===== src/rtl/psram64_writer.sv =====
`timescale 1ns/1ps
`default_nettype none
//------------------------------------------------------------------------------
// Module     : psram64_writer
// Description: QPI PSRAM burst writer (0x38, 24-bit addr, 32 bytes per burst).
//              Optional macro PSRAM_WR_BYTESWAP_EN swaps FIFO bytes on capture.
// Revision   : 1.0
//------------------------------------------------------------------------------
module psram64_writer (
   input  logic        clk,
   input  logic        reset,
   input  logic        psram_ready,
   input  logic [9:0]  wrfifo_rdusedw,
   output logic        wrfifo_rdreq,
   input  logic [15:0] wrfifo_q,
   input  logic        addr_load,
   input  logic [22:0] addr_in,
   output logic        PSRAM_CEn,
   output logic        PSRAM_CLK,
   output logic [3:0]  PSRAM_SIO_OUT,
   output logic        PSRAM_SIO_DIR,
   output logic        PSRAM_CMD_DIR,
   output logic        busy,
   output logic        burst_done
);

   localparam logic [9:0]  c_burst_hw    = 10'd16;
   localparam logic [22:0] c_burst_bytes = 23'd32;

   typedef enum logic [2:0] {
      S_IDLE = 3'd0,
      S_CMD  = 3'd1,
      S_ADDR = 3'd2,
      S_DATA = 3'd3,
      S_GAP  = 3'd4
   } state_t;

   state_t      r_state, w_state_nxt;
   logic [5:0]  r_cnt, w_cnt_nxt;
   logic [22:0] r_addr_ptr, r_pend_addr;
   logic        r_pend;
   logic [15:0] r_shreg;
   logic [15:0] w_word;
   logic [23:0] w_addr24;
   logic [3:0]  w_addr_nib;
   logic        w_burst_end;

`ifdef PSRAM_WR_BYTESWAP_EN
   assign w_word = {wrfifo_q[7:0], wrfifo_q[15:8]};
`else
   assign w_word = wrfifo_q;
`endif

   assign PSRAM_CLK = clk;
   assign w_addr24  = {1'b0, r_addr_ptr};

   always_comb begin
      w_addr_nib = 4'hF;
      case (r_cnt[2:0])
         3'd0:    w_addr_nib = w_addr24[23:20];
         3'd1:    w_addr_nib = w_addr24[19:16];
         3'd2:    w_addr_nib = w_addr24[15:12];
         3'd3:    w_addr_nib = w_addr24[11:8];
         3'd4:    w_addr_nib = w_addr24[7:4];
         3'd5:    w_addr_nib = w_addr24[3:0];
         default: w_addr_nib = 4'hF;
      endcase
   end

   always_comb begin
      w_state_nxt   = r_state;
      w_cnt_nxt     = r_cnt + 6'd1;
      w_burst_end   = 1'b0;
      PSRAM_CEn     = 1'b1;
      PSRAM_SIO_DIR = 1'b0;
      PSRAM_CMD_DIR = 1'b0;
      PSRAM_SIO_OUT = 4'hF;
      wrfifo_rdreq  = 1'b0;
      burst_done    = 1'b0;
      busy          = (r_state != S_IDLE);
      case (r_state)
         S_IDLE: begin
            w_cnt_nxt = 6'd0;
            if (psram_ready && (wrfifo_rdusedw >= c_burst_hw))
               w_state_nxt = S_CMD;
         end
         S_CMD: begin
            PSRAM_CEn     = 1'b0;
            PSRAM_SIO_DIR = 1'b1;
            PSRAM_CMD_DIR = 1'b1;
            PSRAM_SIO_OUT = (r_cnt == 6'd0) ? 4'h3 : 4'h8;
            if (r_cnt == 6'd1) begin
               w_state_nxt = S_ADDR;
               w_cnt_nxt   = 6'd0;
            end
         end
         S_ADDR: begin
            PSRAM_CEn     = 1'b0;
            PSRAM_SIO_DIR = 1'b1;
            PSRAM_CMD_DIR = 1'b1;
            PSRAM_SIO_OUT = w_addr_nib;
            // First pop lands exactly on DATA nibble 0
            if (r_cnt == 6'd5) begin
               wrfifo_rdreq = 1'b1;
               w_state_nxt  = S_DATA;
               w_cnt_nxt    = 6'd0;
            end
         end
         S_DATA: begin
            PSRAM_CEn     = 1'b0;
            PSRAM_SIO_DIR = 1'b1;
            PSRAM_CMD_DIR = 1'b1;
            PSRAM_SIO_OUT = (r_cnt[1:0] == 2'd0) ? w_word[15:12] : r_shreg[15:12];
            wrfifo_rdreq  = (r_cnt[1:0] == 2'd3) && (r_cnt != 6'd63);
            if (r_cnt == 6'd63) begin
               w_state_nxt = S_GAP;
               w_cnt_nxt   = 6'd0;
            end
         end
         S_GAP: begin
            if (r_cnt == 6'd1) begin
               w_state_nxt = S_IDLE;
               w_cnt_nxt   = 6'd0;
               w_burst_end = 1'b1;
               burst_done  = 1'b1;
            end
         end
         default: begin
            w_state_nxt = S_IDLE;
            w_cnt_nxt   = 6'd0;
         end
      endcase
   end

   always_ff @(posedge clk or posedge reset) begin
      if (reset) begin
         r_state <= S_IDLE;
         r_cnt   <= 6'd0;
      end else begin
         r_state <= w_state_nxt;
         r_cnt   <= w_cnt_nxt;
      end
   end

   // Nibble 0 of each word comes straight from the FIFO; the rest drain from here
   always_ff @(posedge clk or posedge reset) begin
      if (reset) begin
         r_shreg <= 16'd0;
      end else if (r_state == S_DATA) begin
         if (r_cnt[1:0] == 2'd0)
            r_shreg <= {w_word[11:0], 4'h0};
         else
            r_shreg <= {r_shreg[11:0], 4'h0};
      end
   end

   always_ff @(posedge clk or posedge reset) begin
      if (reset) begin
         r_addr_ptr  <= 23'd0;
         r_pend      <= 1'b0;
         r_pend_addr <= 23'd0;
      end else if (w_burst_end) begin
         if (addr_load)
            r_addr_ptr <= addr_in;
         else if (r_pend)
            r_addr_ptr <= r_pend_addr;
         else
            r_addr_ptr <= r_addr_ptr + c_burst_bytes;
         r_pend <= 1'b0;
      end else if (addr_load) begin
         if (r_state == S_IDLE) begin
            r_addr_ptr <= addr_in;
         end else begin
            r_pend      <= 1'b1;
            r_pend_addr <= addr_in;
         end
      end
   end

endmodule
`default_nettype wire


===== config.mk =====
export PLATFORM = sky130hd
export DESIGN_NAME = psram64_writer
export DESIGN_NICKNAME = d
export VERILOG_FILES = /design/src/rtl/psram64_writer.sv
export SDC_FILE = /design/constraint.sdc
export NUM_CORES = 1
export LEC_CHECK = 0
export CORE_MARGIN = 2
export CORE_UTILIZATION = 50
export DETAILED_ROUTE_END_ITERATION = 7
export PLACE_DENSITY = 0.75
export SKIP_LAST_GASP = 1
export SLEW_MARGIN = 30
export SYNTH_ARGS = -nofsm -noshare
export SYNTH_HDL_FRONTEND = slang
export SYNTH_SLANG_ARGS = --single-unit

===== constraint.sdc =====
create_clock -name clk -period 2.7 [get_ports clk]
set_input_delay 0.81 -clock clk [delete_from_list [all_inputs] [get_ports clk]]
set_output_delay 0.81 -clock clk [all_outputs]
set_load 0.02 [all_outputs]

-- Word-level counts from Yosys, hierarchy flattened
Cells that the tools add are included.
- bits in registers: 72
- bits of input ports: 53
- output and inout bits: 11
- logic and storage cells: 75
- $add $sub $neg: 2
- $lt $le $gt $ge: 1
- equality and inequality tests: 20
- mux-type cells: 29
- bitwise gates (word level): 2
- reduce and logical (&&, ||, !) cells: 15
- operators with widths (cell ; number):
    23-bit 2-to-1 mux ; 5
    4-bit case mux with 6 select lines ; 1
    23-bit by 6-bit adder with 23-bit output, second input constant ; 1
    6-bit 2-to-1 mux ; 3
    6-bit case mux with 3 select lines ; 1
    16-bit 2-to-1 mux ; 1
    3-bit 2-to-1 mux ; 5
    3-bit case mux with 5 select lines ; 1
    3-bit by 2-bit == test with 1-bit output, second input constant ; 4
    2-bit != test, second input constant ; 6
    4-bit case mux with 3 select lines ; 1
    10-bit by 5-bit >= comparator with 1-bit output, second input constant ; 1
    3-bit == test, second input constant ; 3
    1-bit 2-to-1 mux ; 8
    4-bit 2-to-1 mux ; 2
    6-bit by 1-bit adder with 6-bit output, second input constant ; 1
    3-bit by 1-bit == test with 1-bit output, second input constant ; 2
    6-bit by 1-bit == test with 1-bit output, second input constant ; 1
    6-bit by 3-bit == test with 1-bit output, second input constant ; 1
    6-bit == test, second input constant ; 1
    3-bit zero test ; 2
    6-bit zero test ; 1
    6-bit != test, second input constant ; 1
    5-bit AND reduction ; 1
    11 further kinds ; 15

-- Longest topological paths before layout
- depth after elaboration: 5
- gate-level depth with buffers: 9
- gate-level depth less buffers: 7

==> run_results.csv <==
group,metric,value,unit
synth,yosysTopAreaCell,"dfrtp_1",
sta,setup-violations-final,6,
critical_path,cp-start-kind,"flip-flop",
sta,worst_pin_slew,0.652,ns
synth,synth_xor_area_share,3.02,%
run_status,violations,"negative setup slack",
synth,yosys-top-cells-area,"dfrtp_1 (42%), mux2_2 (8.1%), nand2_1 (4.3%), o21ai_0 (4.3%), mux2i_1 (4.2%)",
drt,vias,3799,
power,power_leakage,2.35,nW
synth,synth.most_common_cell,"dfrtp_1",
critical_path,rrSetupSlack,0.15,ns
synth,yosys-top-cells-count,"dfrtp_1 (68), nand2_1 (47), o21ai_0 (35), a21oi_1 (30)",
sta,fin_crit,3.21,ns
cells_and_area,area_growth,36.9,%
clock_tree,cts.clk_slew.worst_paths,0.08,ns
place,hpwl,7810,um
run_status,status,"finished, violations left",
critical_path,crit_chain,"buf_6, ha_4, a222oi_1, nand2_1, a221o_1, a31o_2, buf_6",
synth,synthAdderAreaFrac,1.85,%
critical_path,critPathArrivalTime,2.40,ns
synth,synth_top_family_by_area,"compound AO/OA/AOI/OAI gates",
place,place.gp.congestion,0.910,
floorplan,core,7810,um^2
global_routing,grt_max_degree,69,
global_routing,grt_pass1_vias,3815,
sta,setup_slack,-0.509,ns
drt,wl,11100,um
power,power.total,5.64,mW
floorplan,ios,64,
synth,async_reset_ff_share,100,%
power,cellPowerDensity,1020,nW/um^2
cells_and_area,fill_cells,592,
critical_path,crit_path_top_delay_cell,"dfrtp_1",
floorplan,die_w,94.1,um
cells_and_area,nNetsFinal,600,
sta,worst_hold_slack,0.479,ns
clock_tree,cts_tree,"built",
drt,viasPerCell,5.86,
critical_path,critPathKind,"reg -> out",
place,post-place-ws,-0.401,ns
drt,drc,0,
global_routing,grt_pass1_wl,18200,um
drt,wire_per_inst,17.1,um
drt,drt_first_pass_iters,7,
floorplan,start_util,52.0,%
synth,synth.area.mux_share,12.2,%
synth,synth.distinct_cells,59,
synth,ys_ff_latch,68,
global_routing,overflow,0,
drt,detail-route-antenna-nets,0,
critical_path,critical-path-max-stage-delay,0.43,ns
sta,tns,-1.82,ns
synth,synth_cells,438,
clock_tree,clk_latency,0.46,ns
sta,slew_headroom,56.3,%
drt,first_iter_violations,200,
synth,yosys_warnings,0,
power,vdd_ir_drop_max,0.000525,V
floorplan,row_count,32,
synth,syn_nets,497,
sta,maxSlewViolCount,0,
global_routing,grt_usage,26.9,%
cells_and_area,diodes,0,
synth,yosys_most_used_dff,"dfrtp_1",
sta,rsz0062_at_grt,"yes",
run,maxCapViolations,0,
place,port_buffers,59,
critical_path,cp_common_cell,"buf_6",
cells_and_area,final_util,71.1,%
sta,hold_viol_final,0,
global_routing,antenna_found_initial,0,
cells_and_area,layout-drive-gt1-share,28.8,%
synth,synth-edff-count,0,
sta,min_period_over_period,119,%
synth,synth_simple_gate_area_share,17.6,%
critical_path,critPathMaxFanout,3,
sta,skew,0.0106,ns
synth,seq_area_frac_synth,41.9,%
synth,synth_compound_area_share,18.0,%
floorplan,dieArea,8850,um^2
critical_path,critPathRequiredTime,1.89,ns
synth,synth_top_area_share,41.9,%
critical_path,end_kind,"output pin",
synth,avgSynthCellArea,9.26,um^2
worst_hold_path,hold_path.class,"reg -> reg",
sta,max_freq,312,MHz
synth,syn-cell-area,4060,um^2
floorplan,die_y,94.1,um
## where the power goes
part / internal (mW) / leakage (nW) / switching (mW)
clock: 0.632 / 0.129 / 0.468
sequential: 1.38 / 0.801 / 0.302
combinational: 1.46 / 1.42 / 1.40
## worst max-delay path, delay by kind of cell, from the launching register on
family,cells,cell delay (ns)
flops,1,0.43
buf+inv,2,0.27
compound gates,3,0.95
fa+ha+maj,1,0.16
simple gates,1,0.12
## layout make-up
cell class	count	area [um^2]	share of cell area, %
inverter	13	48.8	0.879
timing repair buffer	123	1110	20.1
sequential	68	1710	30.7
clock buffer	14	179	3.22
multi-input combinational	322	2290	41.2
clock inverter	6	88.8	1.60
tap	102	128	2.30
## placed cells by master, fill, tap and decap left out, types with 3 or more instances in the layout
master           count
nand2b_1             3
mux2i_1             17
buf_4               60
xnor2_1              9
a221o_1              6
buf_6                9
clkdlybuf4s50_1     48
nand3_1             12
a31oi_1              4
inv_2                3
nor3_1               7
a221oi_2             3
clkbuf_8            12
nand4_1              5
nor4_1               4
a21oi_1             28
o21ai_1              3
nor2b_1              8
xor2_1               5
ha_4                 5
dfrtp_2              3
a21oi_2              3
nand2_1             47
inv_1               10
dfrtp_1             65
o21ai_0             33
nor2_1              28
and3_1               9
mux2_2              28
a221oi_1             6
## sequential cells by signal, indices dropped and copies added (netlist names)
signal / cells
r_addr_ptr: 23
r_cnt: 6
r_pend: 1
r_pend_addr: 23
r_shreg: 12
r_state: 3
## metrics by stage
stage	instances	cell area, um^2
after floorplan	438	4060
after global placement	620	5050
after detailed placement	620	5050
after CTS	645	5490
after global routing	648	5550
final	648	5550
## what timing repair did
| item | 4_1_cts | 5_1_grt |
|---|---|---|
| hold buffers | 0 | 0 |
| setup endpoints to repair | 11 | 9 |
| pin swaps | 15 | 15 |
| endpoints found under the hold margin | 0 | 0 |
| gates resized for setup | 67 | 11 |
| buffers inserted | 6 | 4 |
## worst paths after layout
kind                            start               end  depth (start not counted)
min in group asynchronous       reset     r_addr_ptr[7]                          3
hold / removal             r_shreg[5]        r_shreg[5]                          2
setup reg to reg             r_cnt[1]   r_pend_addr[11]                          9
setup / recovery             r_cnt[1]  PSRAM_SIO_OUT[1]                          7
max in group asynchronous       reset        r_state[0]                          3
hold reg to reg            r_shreg[5]        r_shreg[5]                          2
## logic make-up (layout without fill, tap and decap cells)
family | after synthesis | in the layout
AND/OR/NAND/NOR | 144 | 144
AO/OA/AOI/OAI | 112 | 112
flip-flops | 68 | 68
buffers and inverters | 48 | 156
multiplexers | 46 | 46
XOR/XNOR | 14 | 14
adder cells (fa/ha/maj) | 6 | 6
## layer usage
layer | vias up | wire, um | global-route usage [%]
li1 | 1784 | - | -
met1 | 1830 | 4610 | 33.8
met2 | 147 | 5350 | 43.1
met3 | 38 | 785 | 6.90
met4 | 0 | 365 | 13.3
met5 | - | 0 | 0
Note: power is estimated with default switching activity, not from simulation.
